<file path="config.mk">
export PLATFORM = sky130hd
export DESIGN_NAME = crc_check_mvb
export DESIGN_NICKNAME = d
export VERILOG_FILES = /design/src/rtl/crc_check_mvb.sv
export SDC_FILE = /design/constraint.sdc
export NUM_CORES = 1
export LEC_CHECK = 0
export ABC_AREA = 1
export ABC_CLOCK_PERIOD_IN_PS = 4600
export CORE_MARGIN = 4
export CORE_UTILIZATION = 46
export DETAILED_ROUTE_END_ITERATION = 10
export DONT_BUFFER_PORTS = 1
export PLACE_DENSITY = 0.73
export SLEW_MARGIN = 20
export SYNTH_ARGS = -nofsm -noshare
export SYNTH_HDL_FRONTEND = slang
export SYNTH_SLANG_ARGS = --single-unit
</file>
<file path="constraint.sdc">
create_clock -name clk_3M -period 4.6 [get_ports clk_3M]
set_clock_uncertainty 0.2 [all_clocks]
set_input_delay 0.92 -clock clk_3M [delete_from_list [all_inputs] [get_ports clk_3M]]
set_output_delay 0.92 -clock clk_3M [all_outputs]
set_load 0.01 [all_outputs]
</file>
<file path="src/rtl/crc_check_mvb.sv">
// Serial CRC checker with optional even-parity bit: accumulates an MSB-first data
// stream, then compares the received check sequence against the computed one.
module crc_check_mvb #(
  parameter int                 CRC_W         = 7,
  parameter logic [CRC_W-1:0]   POLY          = 'h65,
  parameter logic [CRC_W-1:0]   INIT          = '0,
  parameter logic [CRC_W-1:0]   XOR_OUT       = '0,
  parameter int                 PARITY_EN     = 1,
  parameter int                 MAX_DATA_BITS = 64,
  parameter int                 ERR_CNT_W     = 16
) (
  input  logic                 clk_3M,
  input  logic                 rst,
  input  logic                 crc_ready,
  input  logic                 crc_read,
  input  logic                 data_valid,
  input  logic                 data_in,
  output logic                 crc_done,
  output logic                 crc_error,
  output logic                 frame_abort,
  output logic [ERR_CNT_W-1:0] err_cnt
);

  localparam int CHK_W  = CRC_W + ((PARITY_EN != 0) ? 1 : 0);
  localparam int DCNT_W = $clog2(MAX_DATA_BITS + 2);
  localparam int CCNT_W = $clog2(CHK_W + 1);

  typedef enum logic [1:0] {IDLE, DATA, CHECK, DONE} state_t;

  state_t             state, state_nx;
  logic [CRC_W-1:0]   crc_q, crc_step, crc_x;
  logic               par_q;
  logic [DCNT_W-1:0]  dcnt_q;
  logic [CCNT_W-1:0]  ccnt_q;
  logic [CHK_W-1:0]   rx_q, rx_nx, expected;
  logic               start, abort, take_data, take_chk, finish;
  logic               ovf, frame_err;

  assign crc_step  = {crc_q[CRC_W-2:0], 1'b0} ^ ((crc_q[CRC_W-1] ^ data_in) ? POLY : '0);
  assign crc_x     = crc_q ^ XOR_OUT;
  assign rx_nx     = {rx_q[CHK_W-2:0], data_in};
  assign ovf       = dcnt_q > DCNT_W'(MAX_DATA_BITS);
  assign frame_err = (rx_nx != expected) | ovf;
  assign crc_done  = (state == DONE);

  // Parity covers data bits and the transmitted CRC bits, giving even total parity.
  generate
    if (PARITY_EN != 0) begin : g_par
      assign expected = {crc_x, par_q ^ (^crc_x)};
    end else begin : g_nopar
      assign expected = crc_x;
    end
  endgenerate

  always_comb begin
    state_nx  = state;
    start     = 1'b0;
    abort     = 1'b0;
    take_data = 1'b0;
    take_chk  = 1'b0;
    finish    = 1'b0;
    case (state)
      IDLE:
        if (crc_ready && !crc_read) begin
          state_nx = DATA;
          start    = 1'b1;
        end
      DATA:
        if (!crc_ready) begin
          abort    = 1'b1;
          state_nx = IDLE;
        end else if (crc_read) begin
          // A strobe on the phase-change cycle is already the first check bit.
          state_nx = CHECK;
          take_chk = data_valid;
        end else begin
          take_data = data_valid;
        end
      CHECK:
        if (!crc_ready) begin
          abort    = 1'b1;
          state_nx = IDLE;
        end else if (!crc_read) begin
          abort    = 1'b1;
          start    = 1'b1;
          state_nx = DATA;
        end else begin
          take_chk = data_valid;
        end
      DONE:    state_nx = IDLE;
      default: state_nx = IDLE;
    endcase
    if (take_chk && ccnt_q == CCNT_W'(CHK_W - 1)) begin
      finish   = 1'b1;
      state_nx = DONE;
    end
  end

  always_ff @(posedge clk_3M or negedge rst) begin
    if (!rst) begin
      state       <= IDLE;
      crc_q       <= INIT;
      par_q       <= 1'b0;
      dcnt_q      <= '0;
      ccnt_q      <= '0;
      rx_q        <= '0;
      crc_error   <= 1'b0;
      frame_abort <= 1'b0;
      err_cnt     <= '0;
    end else begin
      state       <= state_nx;
      frame_abort <= abort;
      if (start) begin
        crc_q     <= INIT;
        par_q     <= 1'b0;
        dcnt_q    <= '0;
        ccnt_q    <= '0;
        rx_q      <= '0;
        crc_error <= 1'b0;
      end
      if (take_data) begin
        crc_q <= crc_step;
        par_q <= par_q ^ data_in;
        if (dcnt_q != DCNT_W'(MAX_DATA_BITS + 1)) dcnt_q <= dcnt_q + 1'b1;
      end
      if (take_chk) begin
        rx_q   <= rx_nx;
        ccnt_q <= ccnt_q + 1'b1;
      end
      // Result is registered on the edge taking the last check bit, so it is
      // already valid while crc_done is high.
      if (finish) begin
        crc_error <= frame_err;
        if (frame_err && err_cnt != '1) err_cnt <= err_cnt + 1'b1;
      end
    end
  end

endmodule

</file>
==> impl_metrics.py, run 1 <==
metrics = {
    "power": {
        "p_leak_nw": 1.44,
        "switching_power_uw": 518,
        "switching_share": 0.408,
        "p_int_uw": 751,
        "p_comb_frac": 0.384,
        "p_seq_frac": 0.418,
        "vdd_ir_drop_max_mv": 0.277,
        "pwr_density_cell_nw_per_um2": 440,
        "power.share.clock": 0.198,
    },
    "synth": {
        "synthDistinctLibCells": 30,
        "synth_cells": 344,
        "yosysWarnings": 0,
        "synth-seq-cells": 46,
        "syn_area_um2": 2730,
        "yosysTopAreaCell": "dfrtp_1",
        "synth.area.top_cells": "dfrtp_1, nand2_1, xnor2_1",
        "ys_seq_area_frac": 0.421,
        "syn_area_per_cell_um2": 7.94,
        "synth_top_cell_area_share": 0.421,
        "synth_nets": 360,
    },
    "sta": {
        "fin_setup_tns_ps": 0,
        "worst_slew_pin_slew_ps": 421,
        "setup_viol": 0,
        "setup_slack_ps": 2210,
        "finalHoldViolations": 0,
        "finalCritPeriodShare": 0.521,
        "rsz0062_at_grt": "false",
        "max_freq_mhz": 418,
        "relSlewSlack": 0.716,
        "slew_viol_final": 0,
        "fin_crit_ps": 2390,
    },
    "clock_tree": {
        "ctsResizeCount": 0,
        "ctsRootBufferMaster": "clkbuf_8",
        "numCtsBuffers": 5,
        "worstSkewPairLatency_ps": 290,
        "clk_pin_slew_ps": 90,
        "cts_setup_buffers": 0,
        "cts_tree": "yes",
        "cts-htree-levels": 2,
        "cts_hold_buf": 0,
        "cts.sinks": 46,
        "clockBufferDepth": 2,
    },
    "floorplan": {
        "die_area_um2": 7240,
        "initial_utilization": 0.484,
        "die_h_um": 85.1,
        "fp.dieW_um": 85.1,
        "rows": 27,
        "coreArea_um2": 5640,
        "io_pins": 25,
    },
    "route": {
        "routed-via-count": 2188,
        "wl_per_cell_um": 13.0,
        "drt_first_pass_iters": 4,
        "drc_errors": 0,
        "drt_iter0_markers": 116,
        "viasPerCell": 5.22,
        "ant_nets": 0,
        "wl_um": 5460,
    },
    "cells_and_area": {
        "n_antenna_cell": 0,
        "drive_gt1_frac": 0.0836,
        "area_growth_syn_to_layout_pct": 5.40,
        "layout.nets": 362,
        "fill_cells": 543,
    },
    "global_route": {
        "grt_start_max_net_pins": 47,
        "grt_use_total": 0.158,
        "antenna_found_initial": 0,
        "globalRoute.totalOverflow": 0,
        "grt_pass1_vias": 2145,
        "grt_pass1_wl_um": 9400,
    },
    "setup_path": {
        "r2r_cells": 8,
        "worstPathArrival_ps": 2370,
        "worst_setup_path_end_kind": "flop",
        "r2r_start": "state[0]",
        "cp.required_ps": 4580,
        "worstReg2RegEnd": "err_cnt[0]",
        "ff2ff_setup_slack_ps": 2210,
        "cp_max_fo": 20,
        "cp-start-kind": "flop",
        "criticalPathCategory": "flop to flop",
    },
    "placed_design": {
        "routabilityCongestion": 0.897,
        "dp_slack_ps": 2130,
        "hpwl_um": 4030,
        "io_buffers": 0,
    },
    "hold_path": {
        "hp-class": "input port to asynchronous set/reset pin",
    },
    "run_status": {
        "status": "finished clean",
    },
    "job": {
        "max_cap_viol_count": 0,
    },
}
## per-stage QoR
stage               std cells  hold slack, ps   util  power (mW)  instance area [µm²]
floorplan                 344             240      -       0.926                 2730
global placement          411             255  0.494        1.01                 2790
detailed placement        411             268  0.494        1.02                 2790
CTS                       419            95.5  0.511        1.28                 2880
global route              419            83.3  0.511        1.38                 2880
finish                    419             107  0.511        1.27                 2880
## synthesized netlist by cell type
master    instances
buf_4             1
buf_8             1
buf_2             3
xor2_1            8
inv_1            31
nor2_4            2
nand4_4           1
clkbuf_1          1
o21bai_1          1
nand3_4           1
nand3_2           3
nand2_2           2
inv_2             9
o21ai_0          13
nand4_1          19
ha_1             10
nor3_1            2
clkinv_1          1
nor3_2            2
nor4_1            1
nand4_2           1
dfrtp_1          46
xnor2_1          15
a21oi_1           7
nand2_1          98
nand3_1          22
o31ai_1           1
and3b_1           1
o22ai_1          13
nor2_1           28
## logic make-up (layout without fill, tap and decap cells)
| kind of cell | count (synthesis) | in the layout | synth area share |
|---|---|---|---|
| flops | 46 | 46 | 0.421 |
| compound gates | 35 | 35 | 0.0719 |
| buf+inv | 47 | 50 | 0.0714 |
| simple gates | 183 | 183 | 0.316 |
| fa+ha+maj | 10 | 10 | 0.0458 |
| xor+xnor | 23 | 23 | 0.0737 |
## worst max-delay path by stage
stage,startpoint,to,slack (ps),cells past startpoint
floorplan,data_in,err_cnt[12],2480,11
global placement,crc_read,err_cnt[12],2180,6
detailed placement,crc_read,err_cnt[0],2130,6
CTS,state[0],err_cnt[0],2210,8
global route,state[0],err_cnt[4],2010,8
finish,state[0],err_cnt[0],2210,8
## sequential cells by signal, summed over array words and instances (netlist names)
register	count
crc_q	7
ccnt_q	4
state	2
dcnt_q	7
crc_error	1
frame_abort	1
par_q	1
rx_q	7
err_cnt	16
## area by class of cell
| cell class | count | area (µm²) | area share |
|---|---|---|---|
| multi-input combinational | 251 | 1390 | 0.481 |
| tap | 72 | 90.1 | 0.0313 |
| clock inverter | 1 | 5.00 | 0.00174 |
| timing repair buffer | 1 | 7.51 | 0.00261 |
| clock buffer | 7 | 86.3 | 0.0300 |
| inverter | 41 | 154 | 0.0534 |
| sequential | 46 | 1150 | 0.400 |
## critical path, cell delays in order (launching register included)
cell	delay [ps]
dfrtp_1	400
inv_1	100
ha_1	320
nand4_2	360
nor3_2	220
buf_4	280
nand3_4	220
nand2_1	120
nand2_1	50
## cell usage in the layout (no fill, tap or decap), types with 2 or more instances in the layout
cell       n
nand2_1   98
dfrtp_1   46
inv_1     31
nor2_1    28
nand3_1   22
nand4_1   19
xnor2_1   15
o21ai_0   13
o22ai_1   13
ha_1      10
inv_2      9
xor2_1     8
a21oi_1    7
clkbuf_8   6
nand3_2    3
nand2_2    2
nor3_1     2
nor3_2     2
nor2_4     2
## power groups by stage
stage          Combinational (mW)  Clock (mW)  Sequential, mW
6_report                    0.487       0.252           0.530
3_3_place_gp                0.471           0           0.537
2_1_floorplan               0.403           0           0.524
4_1_cts                     0.490       0.261           0.532
5_1_grt                     0.554       0.280           0.542
3_5_place_dp                0.484           0           0.539
## routing by layer
metal  routed length, µm  vias up  GRT usage
met5                   0        -          0
met4                  94        0     0.0676
met3                 272        8     0.0485
met2                2570       41      0.252
met1                2530     1008      0.198
li1                    -     1131          -
Power figures use the tool's default switching activity.
==> inputs of run 2 (changes only) <==
--- a/config.mk
+++ b/config.mk
@@ -6,12 +6,12 @@
 export NUM_CORES = 1
 export LEC_CHECK = 0
 export ABC_AREA = 1
-export ABC_CLOCK_PERIOD_IN_PS = 4600
+export ABC_CLOCK_PERIOD_IN_PS = 2150
 export CORE_MARGIN = 4
 export CORE_UTILIZATION = 46
 export DETAILED_ROUTE_END_ITERATION = 10
 export DONT_BUFFER_PORTS = 1
-export PLACE_DENSITY = 0.73
+export PLACE_DENSITY = 0.75
 export SLEW_MARGIN = 20
 export SYNTH_ARGS = -nofsm -noshare
 export SYNTH_HDL_FRONTEND = slang
==> constraint.sdc (replaced) <==
create_clock -name clk_3M -period 2.15 [get_ports clk_3M]
set_clock_uncertainty 0.2 [all_clocks]
set_input_delay 0.43 -clock clk_3M [delete_from_list [all_inputs] [get_ports clk_3M]]
set_output_delay 0.43 -clock clk_3M [all_outputs]
set_load 0.01 [all_outputs]
==> impl_metrics.py, run 2 (synthesis gave the netlist of run 1 again) <==
metrics = {
    "setup_path": {
        "max_stage_delay_ps": 460,
        "crit_cells": 10,
        "r2r_cells": 10,
        "cp_max_fo": 16,
        "cp-endpoint": "err_cnt[15]",
        "cp.required_ps": 2140,
        "criticalPathCategory": "flop to flop",
        "worstReg2RegEnd": "err_cnt[15]",
        "cp_slowest_cell": "dfrtp_1",
        "critPathBufInv": 2,
        "path_cells": "inv_1, ha_1, nand2_1, o21bai_1, nand3_1, nor2_1, nand3_2, buf_4, nand4_1, nand2_1",
        "worst_setup_path_end_kind": "flop",
        "crit_family": "simple AND/OR/NAND/NOR gates",
        "cp-start-kind": "flop",
        "cpMostUsedCell": "nand2_1",
        "ff2ff_setup_slack_ps": 190,
        "r2r_start": "dcnt_q[0]",
        "startpoint": "dcnt_q[0]",
        "worstPathArrival_ps": 1950,
    },
    "sta": {
        "max_freq_mhz": 510,
        "finalHoldViolations": 0,
        "setup_slack_ps": 191,
        "rsz0062_at_grt": "false",
        "setup_viol": 0,
        "fin_setup_tns_ps": 0,
        "relSlewSlack": 0.695,
        "finalCritPeriodShare": 0.911,
        "slew_viol_final": 0,
        "fin_crit_ps": 1960,
        "worst_slew_pin_slew_ps": 452,
    },
    "cells_and_area": {
        "final_cell_mix": "nand2_1, dfrtp_1, inv_1",
        "largest_register": "err_cnt",
        "multi_input_area_um2": 1390,
        "seq_area_um2": 1150,
        "drive_gt1_frac": 0.124,
        "fill_cells": 514,
        "area_growth_syn_to_layout_pct": 11.8,
        "final_common_cell": "nand2_1",
        "n_antenna_cell": 0,
        "layoutNonFillerInstCount": 436,
        "layout.nets": 379,
        "largest_reg_flops": 16,
        "design_area_um2": 3060,
    },
    "placed_design": {
        "routabilityCongestion": 0.887,
        "place_inst": 426,
        "place_area_um2": 2900,
        "dp_slack_ps": 146,
        "io_buffers": 0,
        "hpwl_um": 4230,
    },
    "power": {
        "switching_share": 0.402,
        "vdd_ir_drop_max_mv": 0.637,
        "p_comb_frac": 0.392,
        "p_int_mw": 1.75,
        "p_seq_frac": 0.387,
        "pwr_density_cell_nw_per_um2": 959,
        "finalPower_mw": 2.93,
        "switching_power_mw": 1.18,
        "power.share.clock": 0.220,
        "p_leak_nw": 1.54,
    },
    "floorplan": {
        "rows": 27,
        "io_pins": 25,
        "coreArea_um2": 5640,
        "initial_utilization": 0.484,
        "die_area_um2": 7240,
        "fp.dieW_um": 85.1,
        "die_h_um": 85.1,
    },
    "global_route": {
        "globalRoute.totalOverflow": 0,
        "antenna_found_initial": 0,
        "grt_pass1_wl_um": 10000,
        "grt_use_total": 0.169,
        "met1_usage": 0.223,
        "use_met2": 0.275,
        "grt_busiest_layer": "met2",
        "grt_start_max_net_pins": 47,
        "grt_pass1_vias": 2177,
        "met3_usage": 0.0388,
    },
    "clock_tree": {
        "numCtsBuffers": 5,
        "clockBufferDepth": 2,
        "cts-htree-levels": 2,
        "cts_setup_buffers": 0,
        "cts_tree": "yes",
        "cts.sinks": 46,
        "clk_pin_slew_ps": 90,
        "ctsRootBufferMaster": "clkbuf_8",
        "worstSkewPairLatency_ps": 300,
    },
    "run_status": {
        "status": "finished clean",
    },
    "route": {
        "wl_per_cell_um": 13.3,
        "wl_um": 5780,
        "ant_nets": 0,
        "routed-via-count": 2300,
        "viasPerCell": 5.28,
        "drt_first_pass_iters": 4,
        "drc_errors": 0,
        "drt_iter0_markers": 192,
    },
    "hold_path": {
        "hp-class": "input port to flop",
    },
    "job": {
        "max_cap_viol_count": 0,
    },
}
## run 2: changes by cell type in the layout (fill, tap and decap cells not counted), sizes merged
cell / previous run / this run
clkinv: 2 / 1
bufinv: 0 / 1
buf: 1 / 17
clkinvlp: 0 / 1
clkbuf: 7 / 6
dlygate4sd3: 0 / 1
## run 2: through the flow
stage	utilization	hold WS (ps)
6_report	0.542	120
3_3_place_gp	0.514	-64.3
3_5_place_dp	0.514	-64.3
2_1_floorplan	-	-65.6
5_1_grt	0.542	128
4_1_cts	0.540	105
## run 2: what timing repair did
action                                  4_1_cts  5_1_grt
endpoints found under the hold margin        46        0
endpoints found under the setup margin        0       16
hold buffers                                  2        0
gates resized for setup                       0        1
## run 2: worst reg2reg max path, stage by stage (launching register included)
cell	delay, ps
dfrtp_1	460
inv_1	110
ha_1	150
nand2_1	60
o21bai_1	160
nand3_1	80
nor2_1	110
nand3_2	140
buf_4	230
nand4_1	90
nand2_1	60
## run 2: area by class of cell
type	count	area share
Multi-Input combinational cell	251	0.456
Sequential cell	46	0.377
Timing Repair Buffer	18	0.0516
Inverter	41	0.0504
Tap cell	72	0.0295
Clock buffer	6	0.0238
Clock inverter	2	0.0123
## run 2: per-layer routing
metal / vias to the layer above / wire length (µm)
li1: 1162 / -
met1: 1083 / 2620
met2: 50 / 2770
met3: 5 / 307
met4: 0 / 77
met5: - / 0
## run 2: worst min-delay path by stage
stage	from	end	slack, ps	cells after the start
detailed placement	rst	crc_q[2]	-60	0
global route	data_in	rx_q[0]	130	2
floorplan	rst	ccnt_q[0]	-70	0
global placement	rst	crc_q[2]	-60	0
CTS	data_in	rx_q[0]	110	2
finish	data_in	rx_q[0]	120	2
## run 2: power by group through the flow
stage	Clock (mW)	Sequential, mW	Combinational (mW)
after detailed placement	0	1.15	1.11
after floorplan	0	1.12	0.861
after global routing	0.700	1.16	1.31
final	0.645	1.14	1.15
after CTS	0.664	1.13	1.15
after global placement	0	1.14	1.08
==> inputs of run 3 (changes only) <==
--- a/config.mk
+++ b/config.mk
@@ -11,8 +11,7 @@
 export CORE_UTILIZATION = 46
 export DETAILED_ROUTE_END_ITERATION = 10
 export DONT_BUFFER_PORTS = 1
-export PLACE_DENSITY = 0.75
-export SLEW_MARGIN = 20
+export PLACE_DENSITY_LB_ADDON = 0.1
 export SYNTH_ARGS = -nofsm -noshare
 export SYNTH_HDL_FRONTEND = slang
 export SYNTH_SLANG_ARGS = --single-unit
==> impl_metrics.py, run 3 (synthesis gave the netlist of run 1 again) <==
metrics = {
    "placed_design": {
        "io_buffers": 0,
        "dp_slack_ps": 142,
        "routabilityCongestion": 0.850,
        "hpwl_um": 4200,
    },
    "sta": {
        "rsz0062_at_grt": "false",
        "slew_viol_final": 0,
        "finalHoldViolations": 0,
        "max_freq_mhz": 492,
        "fin_setup_tns_ps": 0,
        "fin_crit_ps": 2030,
        "setup_viol": 0,
        "relSlewSlack": 0.745,
        "setup_slack_ps": 119,
        "worst_slew_pin_slew_ps": 378,
        "finalCritPeriodShare": 0.945,
    },
    "clock_tree": {
        "clockBufferDepth": 2,
        "worstSkewPairLatency_ps": 300,
        "cts_setup_buffers": 0,
        "cts_tree": "yes",
        "numCtsBuffers": 5,
        "cts-htree-levels": 2,
        "cts.sinks": 46,
        "clk_pin_slew_ps": 80,
        "ctsRootBufferMaster": "clkbuf_8",
    },
    "power": {
        "p_leak_nw": 1.55,
        "p_seq_frac": 0.391,
        "p_comb_frac": 0.420,
        "switching_power_mw": 1.17,
        "power.share.clock": 0.189,
        "p_int_mw": 1.71,
        "switching_share": 0.405,
        "pwr_density_cell_nw_per_um2": 939,
        "vdd_ir_drop_max_mv": 0.431,
    },
    "floorplan": {
        "rows": 27,
        "die_h_um": 85.1,
        "die_area_um2": 7240,
        "coreArea_um2": 5640,
        "fp.dieW_um": 85.1,
        "initial_utilization": 0.484,
        "io_pins": 25,
    },
    "cells_and_area": {
        "final_cell_mix": "nand2_1, dfrtp_1, inv_1",
        "largest_reg_flops": 16,
        "fill_cells": 534,
        "largest_register": "err_cnt",
        "final_common_cell": "nand2_1",
        "layout.nets": 382,
        "n_antenna_cell": 0,
        "drive_gt1_frac": 0.134,
        "area_growth_syn_to_layout_pct": 12.4,
    },
    "setup_path": {
        "cpMostUsedCell": "nand2_1",
        "r2r_cells": 8,
        "crit_cells": 8,
        "cp.required_ps": 2140,
        "path_cells": "inv_1, ha_1, nand4_2, nor3_2, buf_12, nand3_2, nand2_1, nand2_1",
        "cp_max_fo": 21,
        "cp-start-kind": "flop",
        "cp_slowest_cell": "dfrtp_1",
        "crit_family": "simple AND/OR/NAND/NOR gates",
        "critPathBufInv": 2,
        "worstPathArrival_ps": 2020,
        "criticalPathCategory": "flop to flop",
        "worst_setup_path_end_kind": "flop",
        "max_stage_delay_ps": 410,
    },
    "hold_path": {
        "min_path_cells": 2,
        "hp-class": "input port to flop",
    },
    "route": {
        "drt_first_pass_iters": 4,
        "routed-via-count": 2253,
        "drc_errors": 0,
        "ant_nets": 0,
        "drt_iter0_markers": 87,
        "wl_per_cell_um": 13.1,
        "viasPerCell": 5.13,
        "wl_um": 5750,
    },
    "global_route": {
        "grt_use_total": 0.165,
        "grt_start_max_net_pins": 47,
        "antenna_found_initial": 0,
        "grt_pass1_wl_um": 9750,
        "globalRoute.totalOverflow": 0,
        "grt_pass1_vias": 2116,
    },
    "run_status": {
        "status": "finished clean",
    },
    "job": {
        "max_cap_viol_count": 0,
    },
}
-- run 3: area by class of cell --
cell class	count	area [µm²]	area share
multi-input cells	252	1400	0.456
repair buffers	20	185	0.0603
flip-flops and latches	46	1150	0.375
well taps	72	90.1	0.0293
clock buffers	7	86.3	0.0281
clock inverters	1	5.00	0.00163
inverters	41	154	0.0501
-- run 3: per-stage QoR --
| step | std cells | instance area (µm²) | hold slack [ps] | power (mW) | util |
|---|---|---|---|---|---|
| 6_report | 439 | 3070 | 106 | 2.88 | 0.544 |
| 5_1_grt | 439 | 3070 | 103 | 3.12 | 0.544 |
| 4_1_cts | 438 | 3060 | 97.1 | 2.90 | 0.542 |
| 3_5_place_dp | 428 | 2930 | -64.4 | 2.31 | 0.519 |
| 3_3_place_gp | 428 | 2930 | -64.4 | 2.29 | 0.519 |
| 2_1_floorplan | 344 | 2730 | -65.6 | 1.98 | - |
-- run 3: repair_timing --
action / CTS / global route
endpoints found under the hold margin: 46 / 0
resized for setup: 0 / 1
hold buffers: 2 / 0
setup endpoints to repair: 0 / 3
-- run 3: path summary, 6_finish.rpt --
path / to / slack, ps / startpoint
worst max-delay path: err_cnt[3] / 120 / state[0]
worst min-delay path: rx_q[0] / 110 / data_in
worst max register to register: err_cnt[3] / 120 / state[0]
worst min register to register: dcnt_q[5] / 280 / dcnt_q[5]
max in group asynchronous: err_cnt[15] / 1110 / rst
min in group asynchronous: dcnt_q[5] / 430 / rst
-- run 3: routing by layer --
| metal | part of all wire | vias up | global-route usage |
|---|---|---|---|
| met4 | 0.011 | 0 | 0.0460 |
| met5 | 0 | - | 0 |
| met1 | 0.51 | 1031 | 0.243 |
| met2 | 0.43 | 36 | 0.239 |
| li1 | - | 1181 | - |
| met3 | 0.049 | 5 | 0.0408 |
-- run 3: power by group through the flow --
stage / Sequential [mW] / Combinational [mW] / Clock, mW
3_3_place_gp: 1.14 / 1.15 / 0
4_1_cts: 1.13 / 1.20 / 0.578
5_1_grt: 1.15 / 1.36 / 0.617
3_5_place_dp: 1.15 / 1.17 / 0
6_report: 1.13 / 1.21 / 0.546
2_1_floorplan: 1.12 / 0.861 / 0
-- run 3: worst register-to-register path, cell delays in order (launching register included) --
cell     delay [ps]
dfrtp_1         410
inv_1           100
ha_1            310
nand4_2         120
nor3_2          190
buf_12          190
nand3_2         230
nand2_1         120
nand2_1          50
==> edit 1, RTL diff (config.mk and constraints of run 2) <==
Register the output `err_cnt` once more, without a reset; this adds one clock of latency there. The other outputs are not delayed to match.
--- a/src/rtl/crc_check_mvb.sv
+++ b/src/rtl/crc_check_mvb.sv
@@ -28,2 +28,4 @@
   typedef enum logic [1:0] {IDLE, DATA, CHECK, DONE} state_t;
+
+  logic [ERR_CNT_W-1:0] err_cnt_s0;
 
@@ -108,3 +110,3 @@
       frame_abort <= 1'b0;
-      err_cnt     <= '0;
+      err_cnt_s0  <= '0;
     end else begin
@@ -133,3 +135,3 @@
         crc_error <= frame_err;
-        if (frame_err && err_cnt != '1) err_cnt <= err_cnt + 1'b1;
+        if (frame_err && err_cnt_s0 != '1) err_cnt_s0 <= err_cnt_s0 + 1'b1;
       end
@@ -138,2 +140,6 @@
 
+  always_ff @(posedge clk_3M) begin
+    err_cnt <= err_cnt_s0;
+  end
+
 endmodule
Formal check against the unedited RTL: not equivalent (a bounded check fails within 10 cycles, from zero or initial values and one cycle with rst low).
==> edit 1 against run 2 <==
  * Cell count rose by 6.0%
  * Sequential cell count rose by 16
  * Total power rose by 29%
  * Sequential share of layout area rose by 3.8 points
  * Synthesized cell count rose by 4.4%
  * Utilization rose by 1.1 points
  * Routed wire length rose by 11%
  * Cell area rose by 16%
  * Setup slack got worse by 0.088 ns
  * Area after synthesis rose by 13%
==> edit 1: results (changes against run 2) <==
The largest fanout on the critical path came out at 8 (-8). The count of H-tree levels built during CTS is 3 (+1). The number of distinct library cells after synthesis is 31 (+3.3%). The multiplexer area fraction after synthesis was 0.00324 (+0.00324). The stage delay of the slowest cell on the critical path is 0.38 ns (-0.08 ns).

Ranked by total cell area, the synthesized netlist is headed by sky130_fd_sc_hd__dfrtp_1 (37%), sky130_fd_sc_hd__dfxtp_1 (10%), sky130_fd_sc_hd__nand2_1 (9.5%). The area after detailed placement is 0.00320 mm2 (+10%). The sequential element share of the synthesized area came to 0.476 (+0.0553). The clock-pin slew reported for the worst setup and hold paths after clock tree synthesis came out at 0.07 ns (-0.02 ns).

The flow ran to the end, and the final reports show no timing, DRC or antenna violations. The startpoint identified for the worst register-to-register timing path is state[1]. The measured slew at the worst slew-check pin was 0.403 ns (-0.0490 ns). The routing usage on met1 came to 0.210 (-0.0132). The number of cells after detailed placement is 436 (+2.3%). The HPWL after detailed placement is 4200 um (-0.80%). The count of routing violations after the opening detailed-route iteration came to 127 (-34%). The via density per instance is 5.31 (+0.57%). The wire length of the first global-routing pass is 10900 um (+8.7%). The met3 global-route usage is 0.0442 (+0.00541). The number of global-route vias before repair is 2382 (+9.4%). The post-synthesis instance total came out at 359 (+4.4%). The data arrival time of the worst path is 2.08 ns (+0.13 ns). The final net count is 396 (+4.5%). The ratio of cells with drive above 1 in the final layout came out at 0.192 (+0.0686).

The number of CTS-inserted buffers came out at 9 (+4). The share of the synthesized area in compound gates (AO/OA/AOI/OAI) came out at 0.0632 (-0.00868). The insertion delay to the later sink of the worst-skew pair was 0.34 ns (+0.04 ns). The leakage power is 1.68 nW (+9.0%). The met2 global-route usage came out at 0.265 (-0.0104).

The global routing usage summed across all routing layers came out at 0.165 (-0.00469). The final weighted congestion of routability-driven global placement was 0.827 (-6.8%). By count the netlist is led by sky130_fd_sc_hd__nand2_1 (78), sky130_fd_sc_hd__dfrtp_1 (46), sky130_fd_sc_hd__inv_1 (33), sky130_fd_sc_hd__nor2_1 (28), sky130_fd_sc_hd__nand2_2 (24). The post-synthesis net count is 375 (+4.2%). The worst slack at placement came out at 0.0200 ns (-0.126 ns).
[edit 1: cell types whose count changed after synthesis, sizes merged]
cell,delta
dfxtp,+16
nand2,+2
nor3,+2
xnor2,-2
inv,-1
mux2i,+1
nand3,-1
nand4,-1
o21ai,-1
[edit 1: stage by stage]
step	utilization	power, mW
floorplan	-	2.40
global placement	0.498	2.61
detailed placement	0.498	2.66
CTS	0.538	3.75
global route	0.553	4.03
finish	0.553	3.77
[edit 1: path summary, 6_finish.rpt]
check / end / slack (ns) / cells after the start
max: err_cnt_s0[0] / 0.10 / 8
min in group asynchronous: crc_q[5] / 0.39 / 2
max reg2reg: err_cnt_s0[0] / 0.10 / 8
min reg2reg: err_cnt[1] / 0.26 / 0
max in group asynchronous: err_cnt_s0[8] / 1.14 / 2
min: rx_q[0] / 0.07 / 2
[edit 1: logic make-up after synthesis]
logic type	after synthesis
xor gates and xnor gates	21
adders and majority gates	10
AOI/OAI and AO/OA	34
DFF	62
muxes	1
and+or+nand+nor	185
buffers and inverters	46
[edit 1: layout make-up]
| cell class | count | area, um2 |
|---|---|---|
| Clock buffer | 11 | 151 |
| Clock inverter | 5 | 57.6 |
| Fill cell | 559 | 2870 |
| Inverter | 40 | 150 |
| Multi-Input combinational cell | 252 | 1460 |
| Sequential cell | 62 | 1470 |
| Tap cell | 77 | 96.3 |
| Timing Repair Buffer | 15 | 165 |
[edit 1: routing by layer]
metal | vias to the layer above | part of all wire
met2 | 52 | 0.50
met1 | 1161 | 0.45
li1 | 1220 | -
met3 | 18 | 0.033
met4 | 0 | 0.025
met5 | - | 0
[edit 1: critical path, delay by kind of cell, from the launching register on]
| kind | cells | cell delay, ns |
|---|---|---|
| AND/OR/NAND/NOR | 5 | 0.80 |
| buffers and inverters | 2 | 0.26 |
| adder cells (fa/ha/maj) | 1 | 0.30 |
| flip-flops | 1 | 0.38 |
[edit 1: report_power, final]
group,internal (mW),switching [mW]
combinational,0.463,0.832
sequential,1.30,0.132
clock,0.595,0.452
[edit 1: repair_timing]
action / CTS / global route
endpoints found under the hold margin: 46 / 0
buffers inserted: 0 / 6
endpoints found under the setup margin: 1 / 30
pin swaps: 0 / 2
gates cloned: 1 / 1
hold buffers: 2 / 0
resized for setup: 1 / 6
==> edit 2, RTL diff (flow settings as in run 2) <==
Without the edit above. Set the parameter `MAX_DATA_BITS` to 128 (it was 64).
--- a/src/rtl/crc_check_mvb.sv
+++ b/src/rtl/crc_check_mvb.sv
@@ -8,3 +8,3 @@
   parameter int                 PARITY_EN     = 1,
-  parameter int                 MAX_DATA_BITS = 64,
+  parameter int                 MAX_DATA_BITS = 128,
   parameter int                 ERR_CNT_W     = 16
Check against the original RTL: same outputs for any inputs over 10 cycles, from zero or initial values and one cycle with rst low; that may be too few to reach the edited logic, so the function may still have changed.
==> edit 2 against run 2 <==
  * Largest cell class unchanged
  * First-iteration DRC count decreased by 51%
  * Area after synthesis rose by 2.3%
  * Total power shrank 3.6%
  * Setup slack worse by 0.048 ns
  * Critical endpoint is now crc_q[2]
  * Worst hold slack worse by 0.030 ns
  * Via count up 3.2%
  * Count of clock-buffer cells in the layout rose by 1
  * Sequential cell count rose by 1
  * Sequential power about the same
  * Routed wire length increased by 1.2%
  * Combinational power is 5% lower
  * Cell area grew 3.4%
==> edit 2: results (changes against run 2) <==
The flow ran to the end, and the final reports show no timing, DRC or antenna violations. The data arrival time of the worst path is 2.02 ns (+0.07 ns). The worst voltage drop across the vdd grid came out at 648 uV (+1.7%).

The number of global-route vias before repair is 2287 (+5.1%). The relative contribution of the clock network to total power is 0.211 (-0.009). The stage delay of the slowest cell on the critical path is 0.42 ns (-0.04 ns). After clock tree synthesis, the clock-pin slew on the worst setup and hold paths is 0.08 ns. The count of routing violations after the opening detailed-route iteration is 94 (-51%). The path with the worst hold slack has its endpoint at frame_abort.

The measured slew at the worst slew-check pin is 0.492 ns (+0.0398 ns). The cell count of the worst hold path came out at 3 (+1). The switching share of power came out at 0.393 (-0.00908). The leakage power is 1.55 nW (+0.52%). The largest fanout on the critical path came out at 8 (-8). Yosys attributes the largest share of cell area to sky130_fd_sc_hd__dfrtp_1 (42%), sky130_fd_sc_hd__nand2_1 (13%), sky130_fd_sc_hd__inv_1 (6.6%). The sequential element share of the synthesized area came out at 0.421 (-0.000664).

The worst register-to-register path ends at crc_q[2]. The startpoint of the tightest hold check path is crc_ready. The cell depth of the worst flop-to-flop path is 8 (-2).

The number of distinct library cells after synthesis is 29 (-3.3%). The worst register-to-register path begins at state[1]. By count the netlist is led by sky130_fd_sc_hd__nand2_1 (100), sky130_fd_sc_hd__inv_1 (49), sky130_fd_sc_hd__dfrtp_1 (47), sky130_fd_sc_hd__nor2_1 (26). The HPWL after detailed placement came to 4340 um (+2.7%).

The final net count is 394 (+4.0%). The wire length of the first global-routing pass is 10100 um (+1.3%). The final weighted congestion of routability-driven global placement came out at 0.860 (-3.1%). The post-synthesis net count is 374 (+3.9%). The vias after detailed routing is 2374 (+3.2%). The global routing usage summed across all routing layers came out at 0.168 (-0.00119). The ratio of cells with drive above 1 in the final layout is 0.113 (-0.0102). The combinational fraction of design power is 0.387 (-0.005). The total length of routed wires came to 5850 um (+1.2%).
==> edit 2: per-layer routing <==
layer  part of all wire  track usage  vias to the layer above
li1                   -            -                     1200
met1               0.44        0.207                     1135
met2               0.50        0.286                       34
met3              0.041       0.0442                        5
met4              0.012       0.0547                        0
met5                  0            0                        -
==> edit 2: final cells by class <==
| cell class | count | area, um2 |
|---|---|---|
| Clock inverter | 1 | 7.51 |
| Multi-Input combinational cell | 255 | 1420 |
| Inverter | 50 | 188 |
| Clock buffer | 7 | 96.3 |
| Timing Repair Buffer | 19 | 173 |
| Sequential cell | 47 | 1180 |
| Fill cell | 552 | 2760 |
| Tap cell | 75 | 93.8 |
==> edit 2: worst reg2reg max path: cells and delay by family, from the launching register on <==
| family | cells | cell delay (ns) |
|---|---|---|
| compound gates | 1 | 0.17 |
| fa+ha+maj | 1 | 0.17 |
| buf+inv | 3 | 0.40 |
| flops | 1 | 0.42 |
| simple gates | 3 | 0.57 |
==> edit 2: per-stage QoR <==
stage / hold WS [ns] / instance area (um2) / worst slack [ns] / cells / utilization
after floorplan: -0.0656 / 2800 / 0.170 / 358 / -
after global placement: -0.0627 / 2980 / 0.142 / 443 / 0.504
after detailed placement: -0.0632 / 2980 / 0.113 / 443 / 0.504
after CTS: 0.0846 / 3120 / 0.0801 / 453 / 0.527
after global routing: 0.0869 / 3160 / 0.00477 / 454 / 0.534
final: 0.0897 / 3160 / 0.143 / 454 / 0.534
==> edit 2: cell families (layout without fill, tap and decap cells) <==
group	count (synthesis)	in the layout	synth area share
fa+ha+maj	10	10	0.0447
flops	47	47	0.421
buf+inv	56	77	0.0792
simple gates	185	185	0.304
compound gates	36	36	0.0747
xor+xnor	22	22	0.0689
mux	2	2	0.00761
